===== config.mk =====
export PLATFORM = sky130hd
export DESIGN_NAME = count_datapath
export DESIGN_NICKNAME = d
export VERILOG_FILES = /design/src/rtl/count_datapath.sv
export SDC_FILE = /design/constraint.sdc
export NUM_CORES = 1
export LEC_CHECK = 0
export BUFFER_PORTS_ARGS = -buffer_cell sky130_fd_sc_hd__buf_2
export CAP_MARGIN = 5
export CORE_AREA = 4 4 41 43
export CTS_CLUSTER_SIZE = 10
export DETAILED_ROUTE_END_ITERATION = 8
export DIE_AREA = 0 0 45 47
export GPL_ROUTABILITY_DRIVEN = 0
export PLACE_DENSITY_LB_ADDON = 0.3
export REMOVE_ABC_BUFFERS = 1
export SETUP_SLACK_MARGIN = 0.15
export SKIP_CTS_REPAIR_TIMING = 1
export SLEW_MARGIN = 40
export SYNTH_ARGS = -nofsm -noshare
export SYNTH_HDL_FRONTEND = slang
export SYNTH_SLANG_ARGS = --single-unit

===== constraint.sdc =====
create_clock -name i_clk -period 3.7 [get_ports i_clk]
set_input_delay 0.185 -clock i_clk [delete_from_list [all_inputs] [get_ports i_clk]]
set_output_delay 0.185 -clock i_clk [all_outputs]
set_load 0.005 [all_outputs]

===== src/rtl/count_datapath.sv =====
// count_datapath: modulo-MOD counter driven by the control FSM strobes.
// Reports the current count and these status flags: zero, terminal count,
// a registered wrap pulse and a sticky overflow bit.
// Ports:
//   i_clk  - rising-edge clock
//   i_rst  - asynchronous reset, active high
//   i_ci   - count-increment strobe (level or 0->1 edge, selected by EDGE)
//   i_ld   - load strobe (loads i_din, saturated to MOD-1)
//   i_clr  - synchronous clear strobe (highest priority)
//   i_din  - load value
//   o_q    - registered count, always within 0..MOD-1
//   o_zero - o_q == 0
//   o_tc   - o_q == MOD-1
//   o_wrap - one-cycle pulse the cycle after MOD-1 -> 0
//   o_ovf  - sticky overflow: set on wrap or out-of-range load, cleared by clr
module count_datapath #(
  parameter int W    = 4,
  parameter int MOD  = 10,
  parameter int EDGE = 0
) (
  input  logic         i_clk,
  input  logic         i_rst,
  input  logic         i_ci,
  input  logic         i_ld,
  input  logic         i_clr,
  input  logic [W-1:0] i_din,
  output logic [W-1:0] o_q,
  output logic         o_zero,
  output logic         o_tc,
  output logic         o_wrap,
  output logic         o_ovf
);

  // Last legal count held in W+1 bits so a full-range modulus compares cleanly.
  localparam int          LAST_I = MOD - 1;
  localparam logic [W:0]  LAST   = LAST_I[W:0];

  logic [W-1:0] r_q;
  logic         r_wrap;
  logic         r_ovf;
  logic         r_ci_d;

  logic [W-1:0] w_q_nxt;
  logic         w_wrap_nxt;
  logic         w_ovf_nxt;
  logic         w_cnt_ev;
  logic         w_at_last;
  logic         w_din_oor;
  logic [W:0]   w_inc;

  assign w_cnt_ev  = (EDGE != 0) ? (i_ci & ~r_ci_d) : i_ci;
  assign w_inc     = {1'b0, r_q} + {{W{1'b0}}, 1'b1};
  assign w_at_last = ({1'b0, r_q} == LAST);
  assign w_din_oor = ({1'b0, i_din} > LAST);

  always_comb begin
    w_q_nxt    = r_q;
    w_wrap_nxt = 1'b0;
    w_ovf_nxt  = r_ovf;
    if (i_clr) begin
      w_q_nxt   = '0;
      w_ovf_nxt = 1'b0;
    end else if (i_ld) begin
      if (w_din_oor) begin
        w_q_nxt   = LAST[W-1:0];
        w_ovf_nxt = 1'b1;
      end else begin
        w_q_nxt = i_din;
      end
    end else if (w_cnt_ev) begin
      if (w_at_last) begin
        w_q_nxt    = '0;
        w_wrap_nxt = 1'b1;
        w_ovf_nxt  = 1'b1;
      end else begin
        w_q_nxt = w_inc[W-1:0];
      end
    end
  end

  always_ff @(posedge i_clk or posedge i_rst) begin
    if (i_rst) begin
      r_q    <= '0;
      r_wrap <= 1'b0;
      r_ovf  <= 1'b0;
      r_ci_d <= 1'b0;
    end else begin
      r_q    <= w_q_nxt;
      r_wrap <= w_wrap_nxt;
      r_ovf  <= w_ovf_nxt;
      // edge detector samples ci every cycle, including clr/ld cycles
      r_ci_d <= i_ci;
    end
  end

  assign o_q    = r_q;
  assign o_zero = (r_q == '0);
  assign o_tc   = w_at_last;
  assign o_wrap = r_wrap;
  assign o_ovf  = r_ovf;

endmodule


# == Word-level counts from Yosys, hierarchy flattened ==
# Cells that the tools add are included.
# op_classes
order_cmp,1
addsub,1
n_mux,14
reduce_logical,4
eq_ne,2
# ops
op,count
4-bit two-way mux,5
1-bit two-way mux,9
3-bit nonzero test,2
"4-bit by 1-bit adder with 4-bit output, second input constant",1
"4-bit == test, second input constant",1
"4-bit greater-than comparator, second input constant",1
4-bit logical NOT,1
"3-bit by 1-bit != test with 1-bit output, second input constant",1
3-bit AND reduction,1
# word_totals
out_inout_bits,8
word_cells,25
regBits,6

# == Longest topological paths before layout ==
# Gate-level depths: netlist (run 1).
# depth
word_depth,5
depth_mapped,6

# == Worst setup path after synthesis (run 1) ==
# No wires, ideal clock.
# synth_path
path_kind,register -> register
from,"register r_q[1], in the netlist o_q[1]"
to,"register r_q[2], in the netlist o_q[2]"
setup_time_ns,0.094
arrival_time_ns,1.384
path_stages_with_launch,7
synth_period_minus_slack_ns,1.478
t_required_ns,3.606
slack_ns,2.222
path_cell_list,dfrtp_1 > inv_1 > ha_1 > nand3b_4 > inv_2 > or3_1 > a221oi_2
# synth_via
elab_chain_len,5
# synth_rtl
element,line,text
start: declaration,38,logic [W-1:0] r_q;
start signal: assignment,88,r_q <= w_q_nxt;
4-bit == test,53,"assign w_at_last = ({1'b0, r_q} == LAST);"
named net o_tc,29,"output logic o_tc,"
4-bit two-way mux,71,if (w_at_last) begin
4-bit two-way mux,70,end else if (w_cnt_ev) begin
4-bit two-way mux,63,end else if (i_ld) begin
4-bit two-way mux,60,if (i_clr) begin
# The timed path passes the listed nets, and every way through them passes these cells. The select of a mux whose other input is x is not followed.
# A chain may end at the register's enable or synchronous reset.

# == Final worst setup path (run 1) ==
# layout_path
from,"register r_q[1], in the netlist o_q[1]"
to,"register r_q[2], in the netlist o_q[2]"
# layout_via
elab_chain_len,5
# layout_rtl
element,line
4-bit by 1-bit adder with 4-bit output or 4-bit == test (tied branches),"52, 53"
4-bit two-way mux (*),71
4-bit two-way mux (*),70
4-bit two-way mux (*),63
4-bit two-way mux (*),60
# Every way passes the cells marked *; elsewhere a longest branch is shown, timed or not. The select of a mux whose other input is x is not followed.

==> out/metrics.csv, run 1 <==
metric,value,unit
status,"finished, final reports clean",
synth_commonest_cells,"6 x a21oi_1, 6 x dfrtp_1, 5 x inv_1, 3 x ha_1, 3 x nand2_1",
die_x,45,um
ys_seq_area_share,37.6,%
path_clk_slew,50,ps
cp_max_fo,6,
use_met3,3.07,%
regArea,150,um2
finalMaxSlewViolations,0,
path_class,register to register,
antenna_found_initial,0,
grt_busiest_layer,met2,
dpl.cell_count,72,
p_leak,0.000288,uW
slew_headroom,83.0,%
hold_viol_final,0,
numClockSinks,6,
fillers,144,
die-height,47,um
grt.total_usage,10.6,%
use_met1,12.9,%
synth_cells,42,
dieArea,2120,um2
grt_max_degree,12,
grt_pass1_wl,1.56,mm
layout_setup_ws,2140,ps
diodes,0,
synthArstFlopShare,100,%
final_nets,75,
grt-ovfl-total,0,
hp-class,primary input to register,
tns,0,ps
drt_iter0_drc,0,
setup_viol,0,
drv_cap,0,
min_period,1560,ps
yosysWarnings,0,
totalPowerFinal,170,uW
instances_no_fill,76,
area_delta_synth_final,31.0,%
port_buffers,16,
synthTopCellsByArea,"dfrtp_1 38%, ha_1 9.4%, a21oi_1 7.5%, nand3b_4 5.0%, inv_1 4.7%",
synth_area_leader_cell,dfrtp_1,
dr.pass1.iters,1,
grt_pass1_vias,357,
power.density,326,nW/um2
pin_count,17,
synth_top_area_share,37.6,%
cts_buffers,3,
clkLatencyLatePin,240,ps
netlist_area,399,um2
fmax,0.640,GHz
crit_required,3850,ps
routed_wl,936,um
avgSynthCellArea,9.50,um2
drc_errors,0,
place_ws,2160,ps
vias_per_cell,4.67,
dpl.hpwl,718,um
wire_per_inst,12.3,um
detail-route-antenna-nets,0,
max-clock-path-buffers,2,
core,1300,um2
end_kind,register,
initial_core_util,30.7,%
rows,13,
drive_gt1_share,37.7,%
worst_pin_slew,255,ps
critPathLaunchType,register,
yosys.cell_types.count,20,
synth-seq-cells,6,
ys.flop_type,dfrtp_1,
multi_input_area,219,um2
period_share,42.3,%
cp_data_arrival_time,1710,ps
met2_usage,15.5,%
cts_tree,done,
num_vias,355,
clockRootBuffer,clkbuf_4,
rsz0062_at_grt,no,
cts_max_level,1,
clock_skew,3.51,ps
vdd_drop_max,0.162,mV
synth_edf_count,0,
## cell families (layout without fill, tap and decap cells)
logic type / after synthesis / after routing / share of synthesized area [%]
AO/OA/AOI/OAI: 14 / 14 / 23.8
adder cells (fa/ha/maj): 3 / 3 / 9.41
flip-flops: 6 / 6 / 37.6
AND/OR/NAND/NOR: 12 / 12 / 21.6
buffers and inverters: 7 / 26 / 7.52
## metal layers
metal  wire length [um]  part of all wire (%)
met1                455                    49
met2                414                    44
met3                 59                   6.3
met4                  6                  0.64
met5                  0                     0
## final cells by class
type	instances	share of cell area, %
clock buffers	3	4.31
inverters	6	4.31
multi-input cells	29	41.9
flip-flops and latches	6	28.7
well taps	15	3.59
repair buffers	17	17.2
## power by group
part	internal [uW]	switching (uW)	leakage, uW	total, uW
Clock	36.6	22.8	0.0000138	59.5
Sequential	69.8	6.00	0.0000792	75.8
Combinational	17.2	17.9	0.000195	35.2
Total	124	46.8	0.000288	170
## path summary, 6_finish.rpt
check                                         from                 end  slack (ps)  cells after the start
worst max-delay path            o_q[1]$_DFFE_PP0P_  o_q[2]$_DFFE_PP0P_        2140                      6
worst min-delay path                         i_clr  o_q[2]$_DFFE_PP0P_         190                      2
worst max register to register  o_q[1]$_DFFE_PP0P_  o_q[2]$_DFFE_PP0P_        2140                      6
worst min register to register   o_ovf$_DFFE_PP0P_   o_ovf$_DFFE_PP0P_         560                      2
max in group asynchronous                    i_rst    o_wrap$_DFF_PP0_        3090                      3
min in group asynchronous                    i_rst  o_q[1]$_DFFE_PP0P_         400                      3
## state kept, by name (all words and copies together) (netlist names)
name	flops
o_wrap	1
o_ovf	1
o_q	4
## critical path, stage by stage, from the launching register on
cell and delay, ps:
dfrtp_1 420, inv_1 90, ha_1 220, nand3b_4 110
inv_2 40, or3_1 350, a221oi_2 240
## layout by cell type, fill, tap and decap left out
cell type	instances
a221oi_1	2
nand3_1	2
a21oi_1	6
nor3b_1	2
nor4_1	1
dlygate4sd3_1	1
a211oi_1	1
ha_1	3
nand2_1	3
a21boi_0	1
a221oi_2	1
o21a_1	1
clkbuf_4	3
o21ai_0	2
nand3b_4	1
or3_1	1
dfrtp_1	6
buf_2	16
and4b_1	1
or3_2	1
inv_1	5
inv_2	1
## through the flow
step           utilization (%)  instance area, um2  hold slack (ps)
6_report                  40.2                 523              189
3_3_place_gp              37.7                 490              119
2_1_floorplan                -                 392            -24.0
5_1_grt                   40.2                 523              192
3_5_place_dp              37.7                 490              115
4_1_cts                   39.4                 513             -155
(Power assumes the default switching activity.)
==> run 2: changes to the inputs <==
Clock period 3.7 ns to 1.35 ns, I/O delays scaled along.
==> run 2 against run 1 <==
Effect of this change:
- the flow now finishes with violations (negative setup slack)
- die area unchanged
- sequential power grew to 2.7 times the previous value
- global-route usage is 0.56 points higher
- clock skew down 3.2 ps
- clock-buffer cell count stayed put
- routed wire length rose by 15%
- fmax increased by 9.7%
- highest routed layer unchanged
- combinational power grew to 3.7 times the previous value
- hold slack worse by 97 ps
- largest power group unchanged
- setup slack worse by 2200 ps
- clock power grew to 2.7 times the previous value
- flip-flop and latch count is the same
==> out/metrics.csv, run 2 (same netlist as run 1, synthesis figures left out) <==
metric,value,unit,change
status,finished with violations,,
violations,negative setup slack,,
vdd_drop_max,0.495,mV,+210%
grt_pass1_vias,426,,+19%
crit_slowest_cell,dfrtp_1,,
cts_max_level,1,,unchanged
grt-ovfl-total,0,,unchanged
largest_reg_flops,4,,unchanged
grt_pass1_wl,1.68,mm,+8.0%
grt_max_degree,12,,unchanged
final_nets,81,,+8.0%
rsz0062_at_grt,yes,,
slowest_delay,350,ps,-70 ps
clkLatencyLatePin,240,ps,about the same
path_clk_slew,40,ps,about the same
diodes,0,,unchanged
routed.top_layer,met4,,
drv_cap,0,,unchanged
hold_slack,92.4,ps,-96.5 ps
slew_headroom,84.2,%,+1.2 points
pin_count,17,,unchanged
min_period,1420,ps,-139 ps
layout_setup_ws,-74.7,ps,-2210 ps
end_kind,register,,
rows,13,,unchanged
cp_max_fo,3,,-3
worst_pin_slew,237,ps,-18.6 ps
fmax,0.702,GHz,+9.7%
drc_errors,0,,unchanged
period_share,106,%,+63 points
crit_chain,"inv_2, ha_2, nand3b_4, inv_2, or3_4, a221oi_2",,
dieArea,2120,um2,unchanged
clockRootBuffer,clkbuf_4,,
die-height,47,um,unchanged
area_delta_synth_final,49.5,%,
wire_per_inst,13.1,um,+6.1%
num_vias,414,,+17%
routed_wl,1.07,mm,+15%
cp_data_arrival_time,1570,ps,-140 ps
max-clock-path-buffers,2,,unchanged
antenna_found_initial,0,,unchanged
setup_viol,1,,+1
path_class,register to register,,
drt_iter0_drc,11,,+11
routed-wl-met3,82,um,+39%
dpl.hpwl,809,um,+13%
wirelength_met1,451,um,-0.88%
layout_common_cells,"16 x buf_2, 6 x dfrtp_1, 6 x buf_4",,
layout.cells.most_common,buf_2,,
crit_required,1500,ps,-2350 ps
detail-route-antenna-nets,0,,unchanged
die_x,45,um,unchanged
critPathLaunchType,register,,
initial_core_util,30.7,%,unchanged
cts_buffers,3,,unchanged
grt.total_usage,11.2,%,+0.56 points
hold_viol_final,0,,unchanged
finalMaxSlewViolations,0,,unchanged
wl_met2,531,um,+28%
vias_per_cell,5.05,,+8.1%
core,1300,um2,unchanged
numClockSinks,6,,unchanged
crit_top_cell,inv_2,,
cts_tree,done,,
port_buffers,16,,unchanged
dr.pass1.iters,4,,+3
power.density,824,nW/um2,+150%
tns,-74.7,ps,-74.7 ps
clock_skew,0.343,ps,-3.16 ps
p_leak,0.000322,uW,+12%
drive_gt1_share,53.7,%,+16 points
hp-class,primary input to register,,
==> run 2: critical path, delay by kind of cell, from the launching register on <==
kind / cells / cell delay (ps)
AO/OA/AOI/OAI: 1 / 270
adder cells (fa/ha/maj): 1 / 190
buffers and inverters: 2 / 90
flip-flops: 1 / 350
AND/OR/NAND/NOR: 2 / 430
==> run 2: path summary, 6_finish.rpt <==
path	end	from	slack, ps	cells after the start
setup / recovery	o_q[2]$_DFFE_PP0P_	o_q[1]$_DFFE_PP0P_	-70	6
hold / removal	o_ovf$_DFFE_PP0P_	i_clr	90	2
setup reg to reg	o_q[2]$_DFFE_PP0P_	o_q[1]$_DFFE_PP0P_	-70	6
hold reg to reg	o_ovf$_DFFE_PP0P_	o_ovf$_DFFE_PP0P_	560	2
max in group asynchronous	o_wrap$_DFF_PP0_	i_rst	880	3
min in group asynchronous	o_q[2]$_DFFE_PP0P_	i_rst	280	3
==> run 2: stage by stage <==
step           area (um2)  utilization [%]  total power, uW  setup WS (ps)  instances
3_5_place_dp          536             41.2              321          -94.3         78
6_report              597             45.9              492          -74.7         82
4_1_cts               558             42.9              489           -106         81
2_1_floorplan         392                -              258           -128         41
3_3_place_gp          536             41.2              321          -53.5         78
5_1_grt               597             45.9              530           -158         82
==> run 2: where the power goes <==
group	switching, uW	internal (uW)	leakage (uW)
logic	64.8	64.0	0.000229
clock network	60.4	100	0.0000138
registers	10.8	192	0.0000792
==> run 2: metal layers <==
layer  vias up  GRT usage, %
li1        204             -
met5         -             0
met2        12          18.4
met3         2          4.98
met1       196          12.5
met4         0          5.26
==> run 2: final cells by class <==
class / count / area [um2]
clock buffer: 3 / 22.5
fill: 134 / 704
inverter: 6 / 22.5
multi-input combinational: 29 / 248
sequential: 6 / 150
tap: 15 / 18.8
timing repair buffer: 23 / 135
==> run 3: changes to the inputs <==
==> constraint.sdc (replaced) <==
create_clock -name i_clk -period 1.35 [get_ports i_clk]
set_input_delay 0.2025 -clock i_clk [delete_from_list [all_inputs] [get_ports i_clk]]
set_output_delay 0.2025 -clock i_clk [all_outputs]
set_load 0.005 [all_outputs]
==> run 3 against run 2 <==
Effect of this change:
- the run still ends with negative setup slack left
- core utilization increased by 2.7 points
- fmax is 0.85% higher
- clock power barely moved
- sequential share of layout area is 1.2 points lower
- flip-flop and latch count unchanged
- clock-buffer cell count stayed put
- final cell count grew 2.4%
- combinational power rose by 13%
- routed wire length about the same
- total power up 3.1%
- critical path type is now register to output pin
- largest cell class unchanged
==> out/metrics.csv, run 3 (same netlist as run 1, synthesis figures left out) <==
metric,value,unit,change
status,finished with violations,,
fin_util,48.6,%,+2.7 points
wire_per_inst,12.8,um,-2.5%
grt_pass1_vias,409,,-4.0%
layout.cells.most_common,buf_2,,
cp_max_fo,6,,+3
p_int,367,uW,+3.2%
setup_viol,3,,+2
path_class,register to output pin,,
grt_pass1_wl,1.70,mm,+1.2%
cts_tree,done,,
p_switching,140,uW,+2.8%
grt.total_usage,11.0,%,-0.15 points
p_leak,0.000332,uW,+3.1%
grt_max_degree,11,,-1
whs_path_depth,2,,unchanged
drt_iter0_drc,6,,-5
finalMaxSlewViolations,0,,unchanged
dr.pass1.iters,4,,unchanged
place_area,543,um2,+1.4%
initial_core_util,30.7,%,unchanged
detail-route-antenna-nets,0,,unchanged
port_buffers,16,,unchanged
clockRootBuffer,clkbuf_4,,
clkLatencyLatePin,240,ps,about the same
clock_skew,2.52,ps,+2.18 ps
fmax,0.708,GHz,+0.85%
dieArea,2120,um2,unchanged
slew_headroom,83.7,%,-0.49 points
cp_data_arrival_time,1210,ps,-360 ps
crit_slowest_cell,dfrtp_1,,
worst_pin_slew,244,ps,+7.55 ps
cts_max_level,1,,unchanged
numClockSinks,6,,unchanged
vdd_drop_max,0.380,mV,-23%
rrSetupSlack,-50,ps,+20 ps
antenna_found_initial,0,,unchanged
violations,negative setup slack,,
largest_reg_flops,4,,unchanged
die_x,45,um,unchanged
clkPwrFrac,31.3,%,-1.4 points
dpl.hpwl,805,um,-0.56%
drive_gt1_share,58.0,%,+4.2 points
end_kind,output pin,,
pwr-share-seq,40.0,%,-1.1 points
final_area,632,um2,+5.9%
grt-ovfl-total,0,,unchanged
pin_count,17,,unchanged
cts_buffers,3,,unchanged
power.density,802,nW/um2,-2.6%
diodes,0,,unchanged
tns,-169,ps,-94.5 ps
slowest_delay,390,ps,+40 ps
core,1300,um2,unchanged
critPathLaunchType,register,,
routed_wl,1.07,mm,about the same
area_delta_synth_final,58.3,%,
max-clock-path-buffers,2,,unchanged
drc_errors,0,,unchanged
period_share,105,%,-0.89 points
path_clk_slew,40,ps,about the same
crit_chain,"buf_6, inv_4, ha_4, nor3b_2, buf_2",,
rows,13,,unchanged
hold_viol_final,0,,unchanged
die-height,47,um,unchanged
layout_setup_ws,-62.7,ps,+12.1 ps
num_vias,428,,+3.4%
layout_common_cells,"16 x buf_2, 7 x buf_4, 5 x a21oi_1, 5 x dfrtp_1, 4 x inv_1",,
switching_share,27.6,%,-0.067 points
final_nets,83,,+2.5%
drv_cap,0,,unchanged
hold_slack,222,ps,+130 ps
dpl.cell_count,79,,+1.3%
r2r_cells,5,,-1
pwr-share-comb,28.7,%,+2.5 points
min_period,1410,ps,-12.1 ps
vias_per_cell,5.10,,+0.92%
crit_required,1150,ps,-350 ps
instances_no_fill,84,,+2.4%
hp-class,primary input to register,,
rsz0062_at_grt,yes,,
run 3: stage by stage:
stage	power [uW]	setup WS, ps
global placement	323	-56.1
CTS	488	-156
detailed placement	323	-78.2
global route	544	-126
finish	507	-62.7
floorplan	258	-128
run 3: power by group through the flow:
| stage | logic, uW | clock network, uW | registers [uW] |
|---|---|---|---|
| 3_5_place_dp | 119 | 0 | 204 |
| 5_1_grt | 164 | 176 | 204 |
| 2_1_floorplan | 49.3 | 0 | 208 |
| 3_3_place_gp | 119 | 0 | 204 |
| 4_1_cts | 119 | 167 | 201 |
| 6_report | 146 | 158 | 203 |
run 3: area by class of cell:
type	instances	area, um2
Multi-Input combinational cell	29	260
Sequential cell	6	151
Clock buffer	3	22.5
Fill cell	139	669
Tap cell	15	18.8
Timing Repair Buffer	25	154
Inverter	6	25.0
run 3: path summary, 6_finish.rpt:
check                                    from                  to
max in group asynchronous               i_rst  o_q[3]$_DFFE_PP0P_
min                                     i_clr   o_ovf$_DFFE_PP0P_
max                        o_q[0]$_DFFE_PP0P_              o_zero
min in group asynchronous               i_rst   o_ovf$_DFFE_PP0P_
min reg2reg                 o_ovf$_DFFE_PP0P_   o_ovf$_DFFE_PP0P_
max reg2reg                o_q[0]$_DFFE_PP0P_  o_q[2]$_DFFE_PP0P_
run 3: layer usage:
layer	GRT usage [%]	wire (um)	up-vias
li1	-	-	210
met5	0	0	-
met3	5.36	99	0
met4	1.75	0	0
met1	13.9	434	198
met2	17.5	537	20
run 3: worst max-delay path: cells and delay by family (launching register included):
family,cells,cell delay (ps)
adder cells (fa/ha/maj),1,110
buffers and inverters,3,330
flip-flops,1,390
AND/OR/NAND/NOR,1,140
